### config.mk
export PLATFORM = sky130hd
export DESIGN_NAME = hazard_stall_ctrl_flat
export DESIGN_NICKNAME = d
export VERILOG_FILES = /design/src/rtl/hazard_stall_ctrl_pkg.sv /design/src/rtl/hazard_stall_ctrl_if.sv /design/src/rtl/hazard_stall_ctrl_match.sv /design/src/rtl/hazard_stall_ctrl.sv /design/src/flat_wrapper.sv
export SDC_FILE = /design/constraint.sdc
export NUM_CORES = 1
export LEC_CHECK = 0
export CORE_UTILIZATION = 34
export CTS_BUF_LIST = sky130_fd_sc_hd__clkbuf_8
export CTS_CLUSTER_SIZE = 25
export DETAILED_ROUTE_END_ITERATION = 10
export GPL_ROUTABILITY_DRIVEN = 0
export PLACE_DENSITY_LB_ADDON = 0.25
export SLEW_MARGIN = 20
export SYNTH_ARGS = -nofsm -noshare
export SYNTH_HDL_FRONTEND = slang
export SYNTH_SLANG_ARGS = --single-unit
### constraint.sdc
create_clock -name i_clk -period 4.1 [get_ports i_clk]
set_clock_uncertainty 0.2 [all_clocks]
set_input_delay 0.82 -clock i_clk [delete_from_list [all_inputs] [get_ports i_clk]]
set_output_delay 0.82 -clock i_clk [all_outputs]
set_load 0.05 [all_outputs]
### src/rtl/hazard_stall_ctrl_pkg.sv
// ============================================================================
// Module  : hazard_stall_ctrl_pkg
// Brief   : Shared types and constants for the hazard stall/flush sequencer.
// Revision: 1.0 - initial release
// ============================================================================
`default_nettype none

package hazard_stall_ctrl_pkg;

  // Sequencer state: IDLE evaluates hazards, HOLD finishes a multi-cycle stall
  typedef enum logic {
    IDLE = 1'b0,
    HOLD = 1'b1
  } state_t;

  // Number of stall cycles a detected hazard needs
  typedef logic [1:0] stall_n_t;
  localparam stall_n_t STALL_NONE = 2'd0;
  localparam stall_n_t STALL_ONE  = 2'd1;
  localparam stall_n_t STALL_TWO  = 2'd2;

  // $zero is hardwired, so it never carries a real dependency
  localparam int unsigned ZERO_REG = 0;

endpackage

`default_nettype wire

### src/rtl/hazard_stall_ctrl_if.sv
// ============================================================================
// Module  : hazard_stall_ctrl_if
// Brief   : Pipeline-side bundle of hazard inputs and stall/flush controls.
// Revision: 1.0 - initial release
// ============================================================================
`default_nettype none

interface hazard_stall_ctrl_if #(
  parameter int NB_ADDR = 5,
  parameter int NB_CNT  = 32
);

  logic               i_enable;
  logic [NB_ADDR-1:0] i_rs_id;
  logic [NB_ADDR-1:0] i_rt_id;
  logic               i_uses_rs_id;
  logic               i_uses_rt_id;
  logic               i_branch_id;
  logic               i_branch_taken;
  logic [NB_ADDR-1:0] i_rd_id_ex;
  logic               i_regWrite_id_ex;
  logic               i_memRead_id_ex;
  logic [NB_ADDR-1:0] i_rd_ex_m;
  logic               i_memRead_ex_m;
  logic               o_pc_write;
  logic               o_if_id_write;
  logic               o_id_ex_bubble;
  logic               o_if_id_flush;
  logic               o_busy;
  logic [NB_CNT-1:0]  o_stall_count;

  // Pipeline datapath side: supplies stage info, consumes controls
  modport master (
    output i_enable, i_rs_id, i_rt_id, i_uses_rs_id, i_uses_rt_id,
           i_branch_id, i_branch_taken, i_rd_id_ex, i_regWrite_id_ex,
           i_memRead_id_ex, i_rd_ex_m, i_memRead_ex_m,
    input  o_pc_write, o_if_id_write, o_id_ex_bubble, o_if_id_flush,
           o_busy, o_stall_count
  );

  // Hazard controller side
  modport slave (
    input  i_enable, i_rs_id, i_rt_id, i_uses_rs_id, i_uses_rt_id,
           i_branch_id, i_branch_taken, i_rd_id_ex, i_regWrite_id_ex,
           i_memRead_id_ex, i_rd_ex_m, i_memRead_ex_m,
    output o_pc_write, o_if_id_write, o_id_ex_bubble, o_if_id_flush,
           o_busy, o_stall_count
  );

endinterface

`default_nettype wire

### src/rtl/hazard_stall_ctrl_match.sv
// ============================================================================
// Module  : hazard_match
// Brief   : Combinational rs/rt vs destination compare, ignoring $zero.
// Revision: 1.0 - initial release
// ============================================================================
`default_nettype none

module hazard_match
  import hazard_stall_ctrl_pkg::*;
#(
  parameter int NB_ADDR = 5
) (
  input  wire logic [NB_ADDR-1:0] i_rs,
  input  wire logic [NB_ADDR-1:0] i_rt,
  input  wire logic               i_uses_rs,
  input  wire logic               i_uses_rt,
  input  wire logic [NB_ADDR-1:0] i_rd,
  output logic                    o_match
);

  logic w_rd_nz;

  assign w_rd_nz = (i_rd != NB_ADDR'(ZERO_REG));
  assign o_match = w_rd_nz &&
                   ((i_uses_rs && (i_rs == i_rd)) ||
                    (i_uses_rt && (i_rt == i_rd)));

endmodule

`default_nettype wire

### src/rtl/hazard_stall_ctrl.sv
// ============================================================================
// Module  : hazard_stall_ctrl
// Brief   : Load-use / branch-operand stall and taken-branch flush sequencer.
//           Optional stall performance counter: define HAZARD_PERF_CNT_EN.
// Revision: 1.0 - initial release
// ============================================================================
`default_nettype none

module hazard_stall_ctrl
  import hazard_stall_ctrl_pkg::*;
#(
  parameter int NB_ADDR = 5,
  parameter int NB_CNT  = 32
) (
  input  wire logic          i_clk,
  input  wire logic          i_rst_n,
  hazard_stall_ctrl_if.slave io_hz
);

  logic     w_m_ex;
  logic     w_m_m;
  stall_n_t w_n;
  logic     w_stall;
  state_t   r_state;
  stall_n_t r_hold_cnt;

  hazard_match #(.NB_ADDR(NB_ADDR)) u_match_ex (
    .i_rs      (io_hz.i_rs_id),
    .i_rt      (io_hz.i_rt_id),
    .i_uses_rs (io_hz.i_uses_rs_id),
    .i_uses_rt (io_hz.i_uses_rt_id),
    .i_rd      (io_hz.i_rd_id_ex),
    .o_match   (w_m_ex)
  );

  hazard_match #(.NB_ADDR(NB_ADDR)) u_match_m (
    .i_rs      (io_hz.i_rs_id),
    .i_rt      (io_hz.i_rt_id),
    .i_uses_rs (io_hz.i_uses_rs_id),
    .i_uses_rt (io_hz.i_uses_rt_id),
    .i_rd      (io_hz.i_rd_ex_m),
    .o_match   (w_m_m)
  );

  // Required stall cycles; checked in priority order so the largest wins
  always_comb begin
    w_n = STALL_NONE;
    if (io_hz.i_memRead_id_ex && w_m_ex && io_hz.i_branch_id) begin
      w_n = STALL_TWO;
    end else if ((io_hz.i_memRead_id_ex && w_m_ex) ||
                 (io_hz.i_regWrite_id_ex && !io_hz.i_memRead_id_ex &&
                  w_m_ex && io_hz.i_branch_id) ||
                 (io_hz.i_memRead_ex_m && w_m_m && io_hz.i_branch_id)) begin
      w_n = STALL_ONE;
    end
  end

  // HOLD keeps stalling without looking at the (stale) hazard inputs
  assign w_stall = (r_state == HOLD) || (w_n != STALL_NONE);

  // Sequencer: only a two-cycle hazard needs HOLD; one-cycle ones re-evaluate
  always_ff @(posedge i_clk or negedge i_rst_n) begin
    if (!i_rst_n) begin
      r_state    <= IDLE;
      r_hold_cnt <= STALL_NONE;
    end else if (io_hz.i_enable) begin
      case (r_state)
        IDLE: begin
          if (w_n == STALL_TWO) begin
            r_state    <= HOLD;
            r_hold_cnt <= STALL_TWO - STALL_ONE;
          end
        end
        HOLD: begin
          r_hold_cnt <= r_hold_cnt - STALL_ONE;
          if (r_hold_cnt == STALL_ONE) begin
            r_state <= IDLE;
          end
        end
        default: begin
          r_state    <= IDLE;
          r_hold_cnt <= STALL_NONE;
        end
      endcase
    end
  end

  // Mealy control outputs; a stall masks the flush since branch operands are stale
  always_comb begin
    io_hz.o_pc_write     = 1'b0;
    io_hz.o_if_id_write  = 1'b0;
    io_hz.o_id_ex_bubble = 1'b0;
    io_hz.o_if_id_flush  = 1'b0;
    if (i_rst_n && io_hz.i_enable) begin
      io_hz.o_pc_write     = !w_stall;
      io_hz.o_if_id_write  = !w_stall;
      io_hz.o_id_ex_bubble = w_stall;
      io_hz.o_if_id_flush  = io_hz.i_branch_taken && !w_stall;
    end
  end

  assign io_hz.o_busy = i_rst_n && (r_state == HOLD);

`ifdef HAZARD_PERF_CNT_EN
  logic [NB_CNT-1:0] r_stall_cnt;

  // Saturating count of enabled stall cycles
  always_ff @(posedge i_clk or negedge i_rst_n) begin
    if (!i_rst_n) begin
      r_stall_cnt <= '0;
    end else if (io_hz.i_enable && w_stall && (r_stall_cnt != '1)) begin
      r_stall_cnt <= r_stall_cnt + NB_CNT'(1);
    end
  end

  assign io_hz.o_stall_count = r_stall_cnt;
`else
  assign io_hz.o_stall_count = {NB_CNT{1'b0}};
`endif

endmodule

`default_nettype wire

### src/flat_wrapper.sv
// flat-port wrapper written by rule: the top's interface ports become plain ports
module hazard_stall_ctrl_flat import hazard_stall_ctrl_pkg::*;
#(
  parameter int NB_ADDR = 5,
  parameter int NB_CNT  = 32
)
  (i_clk, i_rst_n, io_hz_i_enable, io_hz_i_rs_id, io_hz_i_rt_id, io_hz_i_uses_rs_id, io_hz_i_uses_rt_id, io_hz_i_branch_id, io_hz_i_branch_taken, io_hz_i_rd_id_ex, io_hz_i_regWrite_id_ex, io_hz_i_memRead_id_ex, io_hz_i_rd_ex_m, io_hz_i_memRead_ex_m, io_hz_o_pc_write, io_hz_o_if_id_write, io_hz_o_id_ex_bubble, io_hz_o_if_id_flush, io_hz_o_busy, io_hz_o_stall_count);
  hazard_stall_ctrl_if #(.NB_ADDR(NB_ADDR), .NB_CNT(NB_CNT)) io_hz_i ();
  input  wire logic i_clk;
  input  wire logic i_rst_n;
  input wire logic [$bits(io_hz_i.i_enable)-1:0] io_hz_i_enable;
  input wire logic [$bits(io_hz_i.i_rs_id)-1:0] io_hz_i_rs_id;
  input wire logic [$bits(io_hz_i.i_rt_id)-1:0] io_hz_i_rt_id;
  input wire logic [$bits(io_hz_i.i_uses_rs_id)-1:0] io_hz_i_uses_rs_id;
  input wire logic [$bits(io_hz_i.i_uses_rt_id)-1:0] io_hz_i_uses_rt_id;
  input wire logic [$bits(io_hz_i.i_branch_id)-1:0] io_hz_i_branch_id;
  input wire logic [$bits(io_hz_i.i_branch_taken)-1:0] io_hz_i_branch_taken;
  input wire logic [$bits(io_hz_i.i_rd_id_ex)-1:0] io_hz_i_rd_id_ex;
  input wire logic [$bits(io_hz_i.i_regWrite_id_ex)-1:0] io_hz_i_regWrite_id_ex;
  input wire logic [$bits(io_hz_i.i_memRead_id_ex)-1:0] io_hz_i_memRead_id_ex;
  input wire logic [$bits(io_hz_i.i_rd_ex_m)-1:0] io_hz_i_rd_ex_m;
  input wire logic [$bits(io_hz_i.i_memRead_ex_m)-1:0] io_hz_i_memRead_ex_m;
  output wire logic [$bits(io_hz_i.o_pc_write)-1:0] io_hz_o_pc_write;
  output wire logic [$bits(io_hz_i.o_if_id_write)-1:0] io_hz_o_if_id_write;
  output wire logic [$bits(io_hz_i.o_id_ex_bubble)-1:0] io_hz_o_id_ex_bubble;
  output wire logic [$bits(io_hz_i.o_if_id_flush)-1:0] io_hz_o_if_id_flush;
  output wire logic [$bits(io_hz_i.o_busy)-1:0] io_hz_o_busy;
  output wire logic [$bits(io_hz_i.o_stall_count)-1:0] io_hz_o_stall_count;
  assign io_hz_i.i_enable = io_hz_i_enable;
  assign io_hz_i.i_rs_id = io_hz_i_rs_id;
  assign io_hz_i.i_rt_id = io_hz_i_rt_id;
  assign io_hz_i.i_uses_rs_id = io_hz_i_uses_rs_id;
  assign io_hz_i.i_uses_rt_id = io_hz_i_uses_rt_id;
  assign io_hz_i.i_branch_id = io_hz_i_branch_id;
  assign io_hz_i.i_branch_taken = io_hz_i_branch_taken;
  assign io_hz_i.i_rd_id_ex = io_hz_i_rd_id_ex;
  assign io_hz_i.i_regWrite_id_ex = io_hz_i_regWrite_id_ex;
  assign io_hz_i.i_memRead_id_ex = io_hz_i_memRead_id_ex;
  assign io_hz_i.i_rd_ex_m = io_hz_i_rd_ex_m;
  assign io_hz_i.i_memRead_ex_m = io_hz_i_memRead_ex_m;
  assign io_hz_o_pc_write = io_hz_i.o_pc_write;
  assign io_hz_o_if_id_write = io_hz_i.o_if_id_write;
  assign io_hz_o_id_ex_bubble = io_hz_i.o_id_ex_bubble;
  assign io_hz_o_if_id_flush = io_hz_i.o_if_id_flush;
  assign io_hz_o_busy = io_hz_i.o_busy;
  assign io_hz_o_stall_count = io_hz_i.o_stall_count;
  hazard_stall_ctrl #(.NB_ADDR(NB_ADDR), .NB_CNT(NB_CNT)) u_core (.i_clk(i_clk), .i_rst_n(i_rst_n), .io_hz(io_hz_i));
endmodule
==> results.md <==
- Max clock buf depth: 2
- Initial antenna violation count: 0
- Root Buffer: clkbuf_8
- NetSw: 0.166 mW
- Largest net degree at the start of global routing: 10
- Yosys warnings: 0
- WHS Endpoint: u_core.r_hold_cnt[1]$_DFFE_PN0P_
- Skew-Pair Late Insertion Delay: 210 ps
- Post-CTS repair timing setup buffer count: 0
- Core area: 0.00200 sq mm
- Chip Width: 48.6 microns
- Cells after Synth: 93
- Syn_area_per_cell: 7.95 sq um
- Reg2reg setup slack: 2880 ps
- IO Port Bufs: 34
- Status: completed
- Vias in the first global route: 552
- Setup TNS: 0 ps
- Post-synth top area share: 33.5%
- PostCTS Resize Cnt: 0
- # hold bufs at CTS: 0
- Routed length on met3: 96 microns
- Residual DRC: 0
- Fmax: 267 MHz
- Fin nets: 160
- CP Launch Type: primary input
- Final wirelength: 1570 microns
- CTS HTree Levels: 1
- Total global routing overflow: 0
- Critical Path RT: 3080 ps
- Num ports: 67
- IR drop worst, VDD: 173 uV
- Antenna diodes: 0
- CP Capture Type: primary output
- CTS sink cnt: 3
- DR top layer: met3
- Synthesized cell area: 739 sq um
- FP Rows: 16
- Area grow syn2layout: 45.2%
- Inserted Clock Buffers: 3
- Final Hold Fails: 0
- WL met2: 819 microns
- Register-to-Register Path Depth: 3
- Hold Path Origin: u_core.r_hold_cnt[1]$_DFFE_PN0P_
- Fraction of registers with async set/reset: 100%
- Top post-synthesis cells by area: buf_4 34%, xor2_1 19%, dfrtp_1 10%
- Most frequent cells in the layout: 32 x conb_1, 30 x clkdlybuf4s50_1, 16 x xor2_1
- Relative slew slack: 66.5%
- Detailed Route Iter0 Violations: 16
- Fin crit share: 91.4%
- Yosys reg bits: 3
- Netlist cell types: 28
- Via Count: 640
- Setup Viol. Count Final: 0
- Die footprint: 0.00237 sq mm
- Hold depth: 2
- WS Path Type: in -> out
- Switching part of the total power: 47.2%
- Initial Util: 36.9%
- Storage element area: 75.1 sq um
- Area of the multi-input gates: 524 sq um
- Power, Total: 0.351 mW
- CP arrival: 2730 ps
- Share of layout cells above drive strength 1: 10.9%
- TritonCTS clock tree: yes
- Post-route ant nets: 0
- Synth area leader: buf_4
- PD cells: 327 mW/mm^2
- Post-layout min period: 3750 ps
- Commonest non-fill, non-tap cell in the layout: conb_1
- First-pass GRT wire length: 2480 microns
- WL met1: 656 microns
- Via density per instance: 4.13
- Number of max-cap violations: 0
- RSZ-0062 raised after global routing: no
- Worst-Margin Slew: 501 ps
- Drt first pass iters: 4
- Avg WL per Cell: 10.1 microns
- Pleak: 0.475 nW
- Final Slew Violations: 0
- Flop pwr share: 16.1%
- DIE HEIGHT: 48.6 microns
- Gr usage total: 13.6%
- Dpl hpwl: 1400 microns
- FF-to-FF Start: u_core.r_hold_cnt[0]$_DFFE_PN0P_
- Top_reg_cell synth: dfrtp_1
- Clock group share of total power: 22.7%
- Reg2reg end: u_core.r_hold_cnt[1]$_DFFE_PN0P_
- Fill cell count: 193
- Min-Delay Path Class: reg -> reg
- Crit-path max FO: 3
- Comb pwr share: 61.2%
- Post-synthesis sequential area ratio: 10.2%
- Clk slew on worst S/H paths: 30 ps
- Internal power: 0.185 mW
- Post-synth EDFFs: 0
-- worst max-delay path, stage by stage --
cell and delay (ps):
clkdlybuf4s50_1 490, or4_4 570, o211ai_2 160, a21oi_2 70
nor4_1 420, buf_12 200
-- logic make-up after synthesis --
kind of cell / count (synthesis) / synth area share (%)
other cells: 1 / 0.507
fa+ha+maj: 1 / 1.69
buf+inv: 37 / 35.5
flops: 3 / 10.2
compound gates: 10 / 11.3
xor+xnor: 20 / 23.7
simple gates: 21 / 17.1
-- registers in the layout, indices dropped and copies added, names as in the netlist --
register and flops:
u_core.r_hold_cnt 2, u_core.r_state 1
-- power groups by stage --
stage | registers, mW | clock network [mW] | logic, mW
after floorplan | 0.0456 | 0 | 0.176
after global placement | 0.0562 | 0 | 0.213
after detailed placement | 0.0571 | 0 | 0.214
after CTS | 0.0570 | 0.0819 | 0.215
after global routing | 0.0596 | 0.0856 | 0.226
final | 0.0566 | 0.0796 | 0.215
-- routing by layer --
metal | global-route usage, % | vias up
met3 | 2.83 | 0
met5 | 0 | -
met2 | 22.7 | 33
met4 | 4.41 | 0
li1 | - | 324
met1 | 17.3 | 283
-- worst max-delay path by stage --
| stage | from | end | slack, ps | cells past startpoint |
|---|---|---|---|---|
| floorplan | io_hz_i_rd_ex_m[1] | io_hz_o_if_id_flush | 30 | 4 |
| global placement | io_hz_i_rd_id_ex[2] | io_hz_o_id_ex_bubble | 340 | 7 |
| detailed placement | io_hz_i_rd_ex_m[1] | io_hz_o_if_id_flush | 350 | 6 |
| CTS | io_hz_i_rd_id_ex[2] | io_hz_o_id_ex_bubble | 350 | 7 |
| global route | io_hz_i_rd_id_ex[2] | io_hz_o_id_ex_bubble | 220 | 7 |
| finish | io_hz_i_rd_ex_m[1] | io_hz_o_if_id_flush | 350 | 6 |
-- per-stage QoR --
step / utilization (%) / instances / hold slack [ps] / area, sq um / setup WS, ps
finish: 53.6 / 155 / 303 / 1070 / 354
global route: 53.6 / 155 / 344 / 1070 / 222
global placement: 51.4 / 151 / 283 / 1030 / 340
detailed placement: 51.4 / 151 / 300 / 1030 / 353
CTS: 53.6 / 155 / 316 / 1070 / 345
floorplan: - / 124 / 263 / 862 / 26.9
-- synth_stat cells (2+ instances only) --
| cell | n |
|---|---|
| xnor2_1 | 4 |
| nor4_1 | 6 |
| and2_1 | 2 |
| a21oi_1 | 2 |
| nand2_1 | 2 |
| buf_4 | 33 |
| inv_1 | 2 |
| xor2_1 | 16 |
| dfrtp_1 | 3 |
| nand3_1 | 5 |
-- cell type report --
class                      instances  area share [%]
sequential                         3            6.99
clock inverter                     1           0.350
multi-input combinational         84            48.8
clock buffer                       3            3.85
timing repair buffer              35            36.1
inverter                           2           0.699
tap                               27            3.15
(Power assumes the default switching activity.)
==> edit 1 (same flow settings) <==
Add a define of `HAZARD_PERF_CNT_EN`.
--- a/src/rtl/hazard_stall_ctrl.sv
+++ b/src/rtl/hazard_stall_ctrl.sv
@@ -5,6 +5,8 @@
 // Revision: 1.0 - initial release
 // ============================================================================
 `default_nettype none
+
+`define HAZARD_PERF_CNT_EN
 
 module hazard_stall_ctrl
   import hazard_stall_ctrl_pkg::*;
Behaviour: not the same (Yosys sat finds a counterexample within 4 cycles, from zero or initial values and one cycle with i_rst_n low).
==> edit 1 against the original RTL <==
Sequential power grew to 7.2 times the old value. First-iteration DRC count grew to 7.2 times the old value. Total power grew to 2.8 times the old value. Cell area grew to 2.8 times the old value. Worst setup slack better by 0.039 ns. Synthesized area grew to 3.0 times the old value. Clock power grew to 3.4 times the old value. Synthesized cell count is 120% higher. Core utilization is 3.5 points lower. Final cell count is 130% higher. Sequential cell count is 32 higher. Routed wire length grew to 3.3 times the old value. Critical path type unchanged. Critical endpoint unchanged. Highest routed layer is now met4.
==> edit 1: results <==
{
  "status": "complete, no violations",
  "crit_arrival_ns": 2.69,
  "syn-instance-count": 209,
  "placed_area_sq_um": 2960,
  "nNetsFinal": 310,
  "fill_cells": 592,
  "leakage_nw": 1.34,
  "htree_levels": 2,
  "irDropWorstVdd_v": 0.000271,
  "port-buffer-count": 66,
  "gr-usage-met1_pct": 23.2,
  "numCtsBuffers": 5,
  "drive_above_1_share_pct": 14.0,
  "use_met3_pct": 4.40,
  "slew_headroom_pct": 48.5,
  "grt_pass1_wl_um": 8380,
  "synthTopCellsByCount": "dfrtp_1, xor2_1, xnor2_1, nand2_1, nand3_1",
  "wl_per_cell_um": 14.5,
  "synthAdderAreaFrac_pct": 1.14,
  "first_iter_violations": 115,
  "clk_latency_ns": 0.28,
  "synth_compound_area_share_pct": 3.24,
  "muxShareOfSynthArea_pct": 0.512,
  "grt_max_degree": 32,
  "grt.total_usage_pct": 16.4,
  "clk_pin_slew_worst_paths_ns": 0.07,
  "yosysUniqueCellTypes": 44,
  "instances_no_fill": 354,
  "multi_input_area_sq_um": 1270,
  "dp_slack_ns": 0.410,
  "grtUsageMet2_pct": 24.7,
  "worstHoldPathType": "in -> async",
  "post_drt_via_cell_ratio": 5.08
}
edit 1: cell type report:
| class | instances | share of cell area (%) |
|---|---|---|
| multi-input cells | 165 | 41.5 |
| clock inverters | 1 | 0.123 |
| clock buffers | 7 | 3.15 |
| inverters | 1 | 0.123 |
| well taps | 75 | 3.07 |
| repair buffers | 70 | 23.3 |
| flip-flops and latches | 35 | 28.7 |
edit 1: worst max-delay path, cell delays in order:
cell and delay (ns):
clkdlybuf4s50_1 0.47, or4_1 0.54, o21ai_1 0.18, o21a_2 0.18, and3_1 0.17, and2_1 0.17
buf_12 0.14
edit 1: power by group:
part	internal (mW)	switching, mW	leakage [nW]	total (mW)
combinational	0.125	0.194	0.806	0.319
clock	0.151	0.119	0.0557	0.269
sequential	0.374	0.0314	0.481	0.405
total	0.650	0.344	1.34	0.994
edit 1: final timing paths:
| kind | startpoint | end | slack (ns) | depth (start not counted) |
|---|---|---|---|---|
| min reg2reg | u_core.io_hz.o_stall_count[27] | u_core.io_hz.o_stall_count[27] | 0.29 | 1 |
| min in group i_clk | u_core.io_hz.o_stall_count[27] | u_core.io_hz.o_stall_count[27] | 0.29 | 1 |
| max | io_hz_i_rd_id_ex[0] | io_hz_o_if_id_flush | 0.39 | 7 |
| min | i_rst_n | u_core.io_hz.o_stall_count[7] | 0.22 | 1 |
| max in group asynchronous | i_rst_n | u_core.io_hz.o_stall_count[4] | 2.83 | 2 |
| max reg2reg | u_core.io_hz.o_stall_count[3] | u_core.io_hz.o_stall_count[23] | 1.45 | 7 |
edit 1: cells by family after synthesis:
kind of cell | after synthesis
XOR/XNOR | 51
AO/OA/AOI/OAI | 11
flip-flops | 35
multiplexers | 1
adder cells (fa/ha/maj) | 2
buffers and inverters | 9
AND/OR/NAND/NOR | 100
==> edit 2 (same settings) <==
Made on the original files. `ZERO_REG`: 0 -> 1.
--- a/src/rtl/hazard_stall_ctrl_pkg.sv
+++ b/src/rtl/hazard_stall_ctrl_pkg.sv
@@ -20,7 +20,7 @@
   localparam stall_n_t STALL_TWO  = 2'd2;
 
   // $zero is hardwired, so it never carries a real dependency
-  localparam int unsigned ZERO_REG = 0;
+  localparam int unsigned ZERO_REG = 1;
 
 endpackage
 
Function: changed (a bounded check fails within 4 cycles, from zero or initial values and one cycle with i_rst_n low).
==> edit 2 against the original RTL <==
Routed wire length is 2.0% lower. Synthesized area shrank 0.68%. Cell area fell by 1.2%. Sequential cell count did not move. Worst setup slack worse by 0.068 ns. Via count fell by 1.1%. Total power hardly changed. Sequential power down 1%. Critical path type unchanged. Highest routed layer is now met4.
==> edit 2: results <==
{
  "leakage_nw": 0.468,
  "post_cts_buffers": 0,
  "numCtsBuffers": 3,
  "nNetsFinal": 159,
  "timing.rr.end": "u_core.r_hold_cnt[1]",
  "status": "complete, no violations",
  "post_drt_via_cell_ratio": 4.11,
  "grt_pass1_vias": 592,
  "crit_arrival_ns": 2.79,
  "cp_slowest_cell": "or4b_1",
  "synth_seq_area_share_pct": 10.2,
  "post-route-drc-count": 0,
  "reg.largest.list": "u_core.r_hold_cnt (2), u_core.r_state (1)",
  "firstDrtPassIters": 4,
  "diodes": 0,
  "sw_frac_of_total_pct": 47.8,
  "synth_most_common_cell": "buf_4",
  "placed_area_sq_um": 1020,
  "async_flop_share_pct": 100,
  "synth.area.top_cells": "buf_4, xor2_1, dfrtp_1",
  "drt_wl_total_um": 1540,
  "yosys_warnings": 0,
  "hpwl_um": 1350,
  "clk_pin_slew_worst_paths_ns": 0.03,
  "grt.total_usage_pct": 14.0,
  "cp_max_fo": 3,
  "drive_above_1_share_pct": 8.66,
  "irDropWorstVdd_v": 0.000249,
  "synthTopCellsByCount": "buf_4, xor2_1, nor4_1, nand3_1, xnor2_1",
  "cts-resized-gates": 0,
  "yosysUniqueCellTypes": 25,
  "tightest_slew_ns": 0.569,
  "first_iter_violations": 14,
  "r2r_slack_ns": 2.85,
  "layout_setup_ws_ns": 0.286,
  "max_stage_delay_ns": 0.56,
  "clock_path_buffers": 2,
  "grt_pass1_wl_um": 2570,
  "r2r_start": "u_core.r_hold_cnt[0]",
  "root_buffer": "clkbuf_8",
  "cp-endpoint": "io_hz_o_if_id_flush",
  "ys.flop_type": "dfrtp_1",
  "setup_viol": 0,
  "worstSetupStartpoint": "io_hz_i_rd_ex_m[2]",
  "clk_latency_ns": 0.22
}
## edit 2: changes by cell type in the layout (fill, tap and decap cells not counted), sizes merged
cell	before	now
buf	5	4
nand2b	1	2
nor2	1	0
nor4	6	7
or4	2	0
or4b	0	1
## edit 2: area by class of cell
class,instances,area (sq um)
tap,27,33.8
multi-input combinational,84,519
sequential,3,75.1
clock inverter,1,3.75
clock buffer,3,41.3
timing repair buffer,34,380
fill,189,941
inverter,2,7.51
## edit 2: power by group through the flow
stage               clock network (mW)  logic (mW)  registers, mW
global route                    0.0903       0.224         0.0581
CTS                             0.0861       0.212         0.0558
finish                          0.0837       0.211         0.0560
detailed placement                   0       0.211         0.0561
global placement                     0       0.210         0.0555
floorplan                            0       0.175         0.0456
## edit 2: layer usage
layer	part of all wire [%]	GRT usage (%)	wire, um	up-vias
li1	-	-	-	323
met1	41	17.5	637	273
met2	52	23.9	801	35
met3	5.7	1.26	88	2
met4	0.91	6.86	14	0
met5	0	0	0	-
## edit 2: worst min path at each step
stage / startpoint / end / slack, ns / cells after the start
CTS: u_core.r_hold_cnt[1] / u_core.r_hold_cnt[1] / 0.32 / 2
floorplan: u_core.r_hold_cnt[1] / u_core.r_hold_cnt[1] / 0.27 / 2
detailed placement: u_core.r_hold_cnt[1] / u_core.r_hold_cnt[1] / 0.31 / 2
global placement: u_core.r_hold_cnt[1] / u_core.r_hold_cnt[1] / 0.29 / 2
finish: u_core.r_hold_cnt[1] / u_core.r_hold_cnt[1] / 0.32 / 2
global route: u_core.r_hold_cnt[1] / u_core.r_hold_cnt[1] / 0.34 / 2
## edit 2: cell families (layout without fill, tap and decap cells)
logic type / count (synthesis) / in the layout / synth area share (%)
XOR/XNOR: 20 / 20 / 23.8
adder cells (fa/ha/maj): 1 / 1 / 1.70
flip-flops: 3 / 3 / 10.2
buffers and inverters: 37 / 40 / 35.8
AND/OR/NAND/NOR: 21 / 21 / 16.5
other: 1 / 32 / 0.511
AO/OA/AOI/OAI: 10 / 10 / 11.4
## edit 2: worst max-delay path, delay by kind of cell
family                 cells  cell delay [ns]
AOI/OAI and AO/OA          2             0.22
buffers and inverters      2             0.68
and+or+nand+nor            2             1.06
## edit 2: per-stage QoR
stage | util, % | cells
after floorplan | - | 124
final | 53.0 | 154
after CTS | 53.0 | 154
after global placement | 50.7 | 150
after global routing | 53.0 | 154
after detailed placement | 50.7 | 150
